## src/rtl/mem_copy_dma.sv

```systemverilog
// mem_copy_dma: XRAM-to-XRAM copy/fill engine behind a 16-byte CPU register window.
// A copy moves data in chunks of up to DEPTH bytes through a local buffer: read a chunk,
// then write it back out. Fill mode skips the read phase and writes the FILL byte.
module mem_copy_dma #(
  parameter logic [15:0] BASE_ADDR = 16'hf9f0,
  parameter int unsigned DEPTH     = 16,
  parameter int unsigned DW        = $clog2(DEPTH)
) (
  input  logic        clk,
  input  logic        rst,
  input  logic        stb,
  input  logic        wr,
  input  logic [15:0] addr,
  input  logic [7:0]  data_in,
  output logic [7:0]  data_out,
  output logic        ack,
  output logic        in_addr_range,
  output logic [15:0] xram_addr,
  output logic [7:0]  xram_data_out,
  input  logic [7:0]  xram_data_in,
  input  logic        xram_ack,
  output logic        xram_stb,
  output logic        xram_wr,
  output logic        done_irq,
  output logic [1:0]  memwr_state,
  output logic [15:0] memwr_rdaddr,
  output logic [15:0] memwr_wraddr,
  output logic [15:0] memwr_len,
  output logic        memwr_step
);

  typedef enum logic [1:0] {
    S_IDLE  = 2'b00,
    S_READ  = 2'b01,
    S_WRITE = 2'b10,
    S_BAD   = 2'b11
  } state_e;

  localparam logic [16:0]   DEPTH_W  = 17'(DEPTH);
  localparam logic [15:0]   DEPTH_M1 = 16'(DEPTH - 1);
  localparam logic [DW-1:0] IDX_MAX  = DW'(DEPTH - 1);

  state_e        state_q, state_d;
  logic [15:0]   rd_addr_q, rd_addr_d, wr_addr_q, wr_addr_d, len_q, len_d;
  logic [7:0]    fill_q, fill_d;
  logic          fill_mode_q, fill_mode_d;
  logic          done_q, done_d, aborted_q, aborted_d, done_irq_q, done_irq_d;
  logic [15:0]   rd_cur_q, rd_cur_d, wr_cur_q, wr_cur_d, rem_q, rem_d;
  logic [DW-1:0] idx_q, idx_d;
  logic          buf_we;
  logic [7:0]    chunk_buf [DEPTH];

  // Register window decode; the unsigned difference also rejects addresses below the base.
  logic [15:0] addr_off;
  logic [3:0]  reg_off;
  logic        busy, reg_we, ctrl_we, cfg_we, abort_cmd, go_cmd;
  logic [15:0] chunk_m1;
  logic        read_last, write_last;

  assign addr_off      = addr - BASE_ADDR;
  assign reg_off       = addr_off[3:0];
  assign in_addr_range = (addr_off < 16'd16);
  assign ack           = stb && in_addr_range;
  assign busy          = (state_q != S_IDLE);
  assign reg_we        = stb && wr && in_addr_range;
  assign ctrl_we       = reg_we && (reg_off == 4'd0);
  assign cfg_we        = reg_we && !busy;
  assign abort_cmd     = ctrl_we && data_in[7];
  assign go_cmd        = ctrl_we && data_in[0];

  // remaining is constant during READ, so the read chunk end comes from min(DEPTH, remaining);
  // during WRITE remaining counts down, so the chunk ends at a full buffer or the last byte.
  assign chunk_m1   = ({1'b0, rem_q} >= DEPTH_W) ? DEPTH_M1 : (rem_q - 16'd1);
  assign read_last  = (16'(idx_q) == chunk_m1);
  assign write_last = (idx_q == IDX_MAX) || (rem_q == 16'd1);

  // State register and all control/datapath flops.
  always_ff @(posedge clk or negedge rst) begin
    if (!rst) begin
      state_q     <= S_IDLE;
      rd_addr_q   <= '0;
      wr_addr_q   <= '0;
      len_q       <= '0;
      fill_q      <= '0;
      fill_mode_q <= 1'b0;
      done_q      <= 1'b0;
      aborted_q   <= 1'b0;
      done_irq_q  <= 1'b0;
      rd_cur_q    <= '0;
      wr_cur_q    <= '0;
      rem_q       <= '0;
      idx_q       <= '0;
    end else begin
      // NOTE: non-blocking assignments so every flop samples the pre-edge values.
      state_q     <= state_d;
      rd_addr_q   <= rd_addr_d;
      wr_addr_q   <= wr_addr_d;
      len_q       <= len_d;
      fill_q      <= fill_d;
      fill_mode_q <= fill_mode_d;
      done_q      <= done_d;
      aborted_q   <= aborted_d;
      done_irq_q  <= done_irq_d;
      rd_cur_q    <= rd_cur_d;
      wr_cur_q    <= wr_cur_d;
      rem_q       <= rem_d;
      idx_q       <= idx_d;
    end
  end

  // Chunk buffer captures read data.
  always_ff @(posedge clk) begin
    // NOTE: no reset on the buffer; its contents are always written before being read.
    if (buf_we) chunk_buf[idx_q] <= xram_data_in;
  end

  // Next-state and datapath updates: CPU config writes, go/abort, transfer sequencing.
  always_comb begin
    // NOTE: every output of this block gets a default first so no latch is inferred.
    state_d     = state_q;
    rd_addr_d   = rd_addr_q;
    wr_addr_d   = wr_addr_q;
    len_d       = len_q;
    fill_d      = fill_q;
    fill_mode_d = fill_mode_q;
    done_d      = done_q;
    aborted_d   = aborted_q;
    done_irq_d  = 1'b0;
    rd_cur_d    = rd_cur_q;
    wr_cur_d    = wr_cur_q;
    rem_d       = rem_q;
    idx_d       = idx_q;
    buf_we      = 1'b0;

    if (cfg_we) begin
      case (reg_off)
        4'd2:    rd_addr_d[7:0]  = data_in;
        4'd3:    rd_addr_d[15:8] = data_in;
        4'd4:    wr_addr_d[7:0]  = data_in;
        4'd5:    wr_addr_d[15:8] = data_in;
        4'd6:    len_d[7:0]      = data_in;
        4'd7:    len_d[15:8]     = data_in;
        4'd8:    fill_d          = data_in;
        default: ;
      endcase
    end

    if (abort_cmd) begin
      // Abort beats go and drops any ack arriving in the same cycle.
      aborted_d = 1'b1;
      state_d   = S_IDLE;
    end else begin
      case (state_q)
        S_IDLE: begin
          if (go_cmd) begin
            if (len_q == 16'd0) begin
              done_d     = 1'b1;
              done_irq_d = 1'b1;
            end else begin
              done_d      = 1'b0;
              aborted_d   = 1'b0;
              rd_cur_d    = rd_addr_q;
              wr_cur_d    = wr_addr_q;
              rem_d       = len_q;
              idx_d       = '0;
              fill_mode_d = data_in[1];
              state_d     = data_in[1] ? S_WRITE : S_READ;
            end
          end
        end
        S_READ: begin
          if (xram_ack) begin
            buf_we   = 1'b1;
            rd_cur_d = rd_cur_q + 16'd1;
            idx_d    = idx_q + DW'(1);
            if (read_last) begin
              idx_d   = '0;
              state_d = S_WRITE;
            end
          end
        end
        S_WRITE: begin
          if (xram_ack) begin
            wr_cur_d = wr_cur_q + 16'd1;
            idx_d    = idx_q + DW'(1);
            rem_d    = rem_q - 16'd1;
            if (write_last) begin
              idx_d = '0;
              if (rem_q == 16'd1) begin
                state_d    = S_IDLE;
                done_d     = 1'b1;
                done_irq_d = 1'b1;
              end else if (!fill_mode_q) begin
                state_d = S_READ;
              end
            end
          end
        end
        default: state_d = S_IDLE;
      endcase
    end
  end

  // XRAM bus outputs decoded from the current state.
  always_comb begin
    xram_stb      = 1'b0;
    xram_wr       = 1'b0;
    xram_addr     = '0;
    xram_data_out = '0;
    case (state_q)
      S_READ: begin
        xram_stb  = 1'b1;
        xram_addr = rd_cur_q;
      end
      S_WRITE: begin
        xram_stb      = 1'b1;
        xram_wr       = 1'b1;
        xram_addr     = wr_cur_q;
        xram_data_out = fill_mode_q ? fill_q : chunk_buf[idx_q];
      end
      default: ;
    endcase
  end

  // CPU read mux; CTRL and unmapped offsets read as zero.
  always_comb begin
    data_out = '0;
    if (in_addr_range) begin
      case (reg_off)
        4'd1:    data_out = {4'b0, aborted_q, done_q, state_q};
        4'd2:    data_out = rd_addr_q[7:0];
        4'd3:    data_out = rd_addr_q[15:8];
        4'd4:    data_out = wr_addr_q[7:0];
        4'd5:    data_out = wr_addr_q[15:8];
        4'd6:    data_out = len_q[7:0];
        4'd7:    data_out = len_q[15:8];
        4'd8:    data_out = fill_q;
        default: data_out = '0;
      endcase
    end
  end

  assign done_irq     = done_irq_q;
  assign memwr_state  = state_q;
  assign memwr_rdaddr = rd_addr_q;
  assign memwr_wraddr = wr_addr_q;
  assign memwr_len    = len_q;
  assign memwr_step   = (state_d != state_q);

endmodule

```

## config.mk

```make
export PLATFORM = sky130hd
export DESIGN_NAME = mem_copy_dma
export DESIGN_NICKNAME = d
export VERILOG_FILES = /design/src/rtl/mem_copy_dma.sv
export SDC_FILE = /design/constraint.sdc
export NUM_CORES = 1
export LEC_CHECK = 0
export CORE_ASPECT_RATIO = 0.8
export CORE_MARGIN = 2
export CORE_UTILIZATION = 50
export CTS_CLUSTER_DIAMETER = 50
export DETAILED_ROUTE_END_ITERATION = 16
export PLACE_DENSITY = 0.7
export REMOVE_ABC_BUFFERS = 1
export SYNTH_ARGS = -nofsm -noshare
export SYNTH_HDL_FRONTEND = slang
export SYNTH_SLANG_ARGS = --single-unit
```

## constraint.sdc

```tcl
create_clock -name clk -period 10.2 [get_ports clk]
set_input_delay 2.04 -clock clk [delete_from_list [all_inputs] [get_ports clk]]
set_output_delay 2.04 -clock clk [all_outputs]
set_load 0.03 [all_outputs]
```

==> impl_results.md <==
- Status: finished clean
- CTS tree: done
- Final HPWL DP: 24400 um
- Synth top area share: 31.7%
- Skew-Pair Late Insertion Delay: between 0.5 and 0.6 ns
- Internal: 1.86 mW
- Core Util, Final: 61.4%
- # IOs: around 130
- VDD IR max: 0.145 mV
- Power Density: 185 nW/um2
- DRT iter0 DRCs: 1170
- Synth area leader: edfxtp_1
- Routability cong.: approximately 1.0
- Cell count after placement: 1370
- Synth-to-Final Area Change: 19.7%
- RSZ-0062 raised after global routing: no
- Vias: 9179
- Die area: 25500 um2
- Remaining global-route overflow: 0
- Syn avg cell area: 12.5 um2
- Hold WC Path Type: register to register
- Yosys reg bits: 242
- Die Span Y: 143 um
- # setup viols final: 0
- Commonest non-fill, non-tap cell in the layout: edfxtp_1
- Most frequent cells in the layout: edfxtp_1 (128), clkdlybuf4s50_1 (123), dfrtp_1 (113)
- Crit path max fanout: 19
- Clock power frac: between 30% and 40%
- All-Layer GR Usage: 27.5%
- NetSw: 0.829 mW
- Critical path required time: 8.16 ns
- Post-synth ARST share: 47.1%
- Initial core utilization: 51.3%
- Post-synthesis instance area: 12100 um2
- Pleak: 5.19 nW
- Seq/Total Area, Yosys: 55.2%
- Gate Count Post-Synth: 975
- CTS resizes: 0
- CP arrival: 5.47 ns
- Crit end category: output pin
- Startpoint type of the worst setup path: primary input
- Combinational share of power: approximately 21%
- 1st-pass router iterations: 5
- Unique masters post-synth: 73
- Switching Share: 30.8%
- Critical path class: primary input to output pin
- DRC errors left: 0
- Reg power frac: between 40% and 50%
- Final Skew: between 0.015 and 0.02 ns
- Fin. Hold Viols: 0
- Pins Over Slew Limit: 0
- CORE AREA: 23600 um2
- Setup Fix Bufs, Post-CTS: 0
- Top_reg_cell synth: edfxtp_1
- Largest net degree at the start of global routing: 67
- Setup TNS: 0 ns
- Die Width: 178 um
- Number of synthesized flops with an enable pin: 128
- Finished Cell Area: 14500 um2
- Root Buffer: clkbuf_16
- Max Root-Sink Buffers: 3
- Post-Route WL: between 30000 and 40000 um
- Max Freq: 133 MHz
- Port buffer count: 124
- Maxcap violations: 0
- Post-placement cell area: 13700 um2
- Clock slew at reported path FFs: 0.06 ns
- Period utilization: between 70% and 80%
- Fraction of layout cells with a size suffix above 1: between 15 and 20%
- Vias in the first global route: approximately 8500
- Initial antenna violation count: 1
- Rows: 50
- H-tree depth: 1
- First-pass GRT wire length: 52400 um
- Routed vias/inst: 6.48
- Worst slew margin: 20.2%
- Top cells by area, synth: edfxtp_1 (32%), dfrtp_1 (24%), mux4_2 (7.4%)
- Nets: 1135
- Antenna viol nets, final: 0
- Cts-stage hold buffer count: 0
- Avg WL per Cell: 24.7 um
- Synth warn: 0
- Tmin final: between 7 and 8 ns
- Worst-Margin Slew: between 1 and 1.5 ns
- Layout Cells excl Fill: 1417
- Total CTS buffers: 25
- Clk sinks: 242
[power by group through the flow]
stage	Combinational (mW)	Sequential (mW)	Clock, mW
finish	0.552	1.20	0.936
global route	0.606	1.22	0.985
CTS	0.549	1.20	0.947
detailed placement	0.544	1.22	0
global placement	0.535	1.22	0
floorplan	0.387	1.19	0
[critical path, cell delays in order]
cell and delay, ns:
clkdlybuf4s50_1 0.75, nor3_2 0.37, nor4b_4 0.44, and3_1 0.49
nor2_1 0.19, o21ai_0 0.14, a21oi_1 0.11, o211ai_1 0.19
clkdlybuf4s50_1 0.74
[stage by stage]
stage	worst slack, ns	hold WS (ns)	total power [mW]
2_1_floorplan	4.19	0.447	1.58
3_3_place_gp	2.82	0.505	1.75
3_5_place_dp	2.79	0.479	1.76
4_1_cts	2.78	0.502	2.70
5_1_grt	2.56	0.537	2.81
6_report	2.69	0.499	2.69
[registers in the layout, summed over array words and instances, names as in the netlist]
register / count
fill_q: 8
chunk_buf: 128
rem_q: 16
idx_q: 4
done_q: 1
memwr_state: 2
memwr_wraddr: 16
rd_cur_q: 16
wr_cur_q: 16
done_irq: 1
memwr_len: 16
fill_mode_q: 1
aborted_q: 1
memwr_rdaddr: 16
[final timing paths]
kind / from / end / slack [ns] / depth (start not counted)
max: addr[1] / memwr_step / 2.69 / 9
min: aborted_q$_DFFE_PN0P_ / aborted_q$_DFFE_PN0P_ / 0.50 / 2
max reg2reg: memwr_state[1]$_DFF_PN0_ / chunk_buf[12][6]$_DFFE_PP_ / 6.39 / 7
min reg2reg: aborted_q$_DFFE_PN0P_ / aborted_q$_DFFE_PN0P_ / 0.50 / 2
max in group asynchronous: rst / memwr_rdaddr[13]$_DFFE_PN0P_ / 7.34 / 2
min in group asynchronous: rst / rem_q[11]$_DFFE_PN0P_ / 1.54 / 1
[logic make-up after synthesis]
group / Yosys count / synth area share [%]
AO/OA/AOI/OAI: 236 / 13.3
flip-flops: 242 / 55.2
AND/OR/NAND/NOR: 284 / 12.9
multiplexers: 114 / 14.1
buffers and inverters: 82 / 2.96
adder cells (fa/ha/maj): 13 / 1.34
XOR/XNOR: 4 / 0.289
[routing by layer]
metal / GRT usage (%) / part of all wire [%]
met1: 42.4 / 44
met2: 38.9 / 43
met3: 6.69 / 10
met4: 7.02 / 2.4
met5: 0 / 0
[area by class of cell]
type	count	area [um2]
clock buffer	30	676
multi-input combinational	651	5130
antenna	1	2.50
tap	312	390
clock inverter	16	179
sequential	242	6700
inverter	25	93.8
fill	1858	9120
timing repair buffer	140	1360
[cell usage after synthesis, types with 3 or more instances]
master and n:
a211oi_1 3, a21oi_1 46, a221oi_1 8, a22o_1 6
a22oi_1 22, a31oi_1 17, and2_1 9, and3_1 22
buf_1 5, buf_2 8, buf_4 7, clkbuf_1 35
dfrtp_1 114, edfxtp_1 128, ha_1 13, inv_1 23
mux2_2 53, mux2i_1 21, mux4_2 40, nand2_1 68
nand2b_1 5, nand3_1 32, nand4_1 11, nor2_1 38
nor2b_1 17, nor3_1 19, nor3_2 3, nor3b_1 6
nor4_1 23, o211ai_2 3, o21ai_0 61, o21ai_1 7
o221a_2 7, o22ai_1 21, o2bb2ai_1 5, o31ai_1 5
or2_2 5, or3_1 6, or4_1 3, xnor2_1 3
No activity file was read; power rests on OpenSTA's default activity.
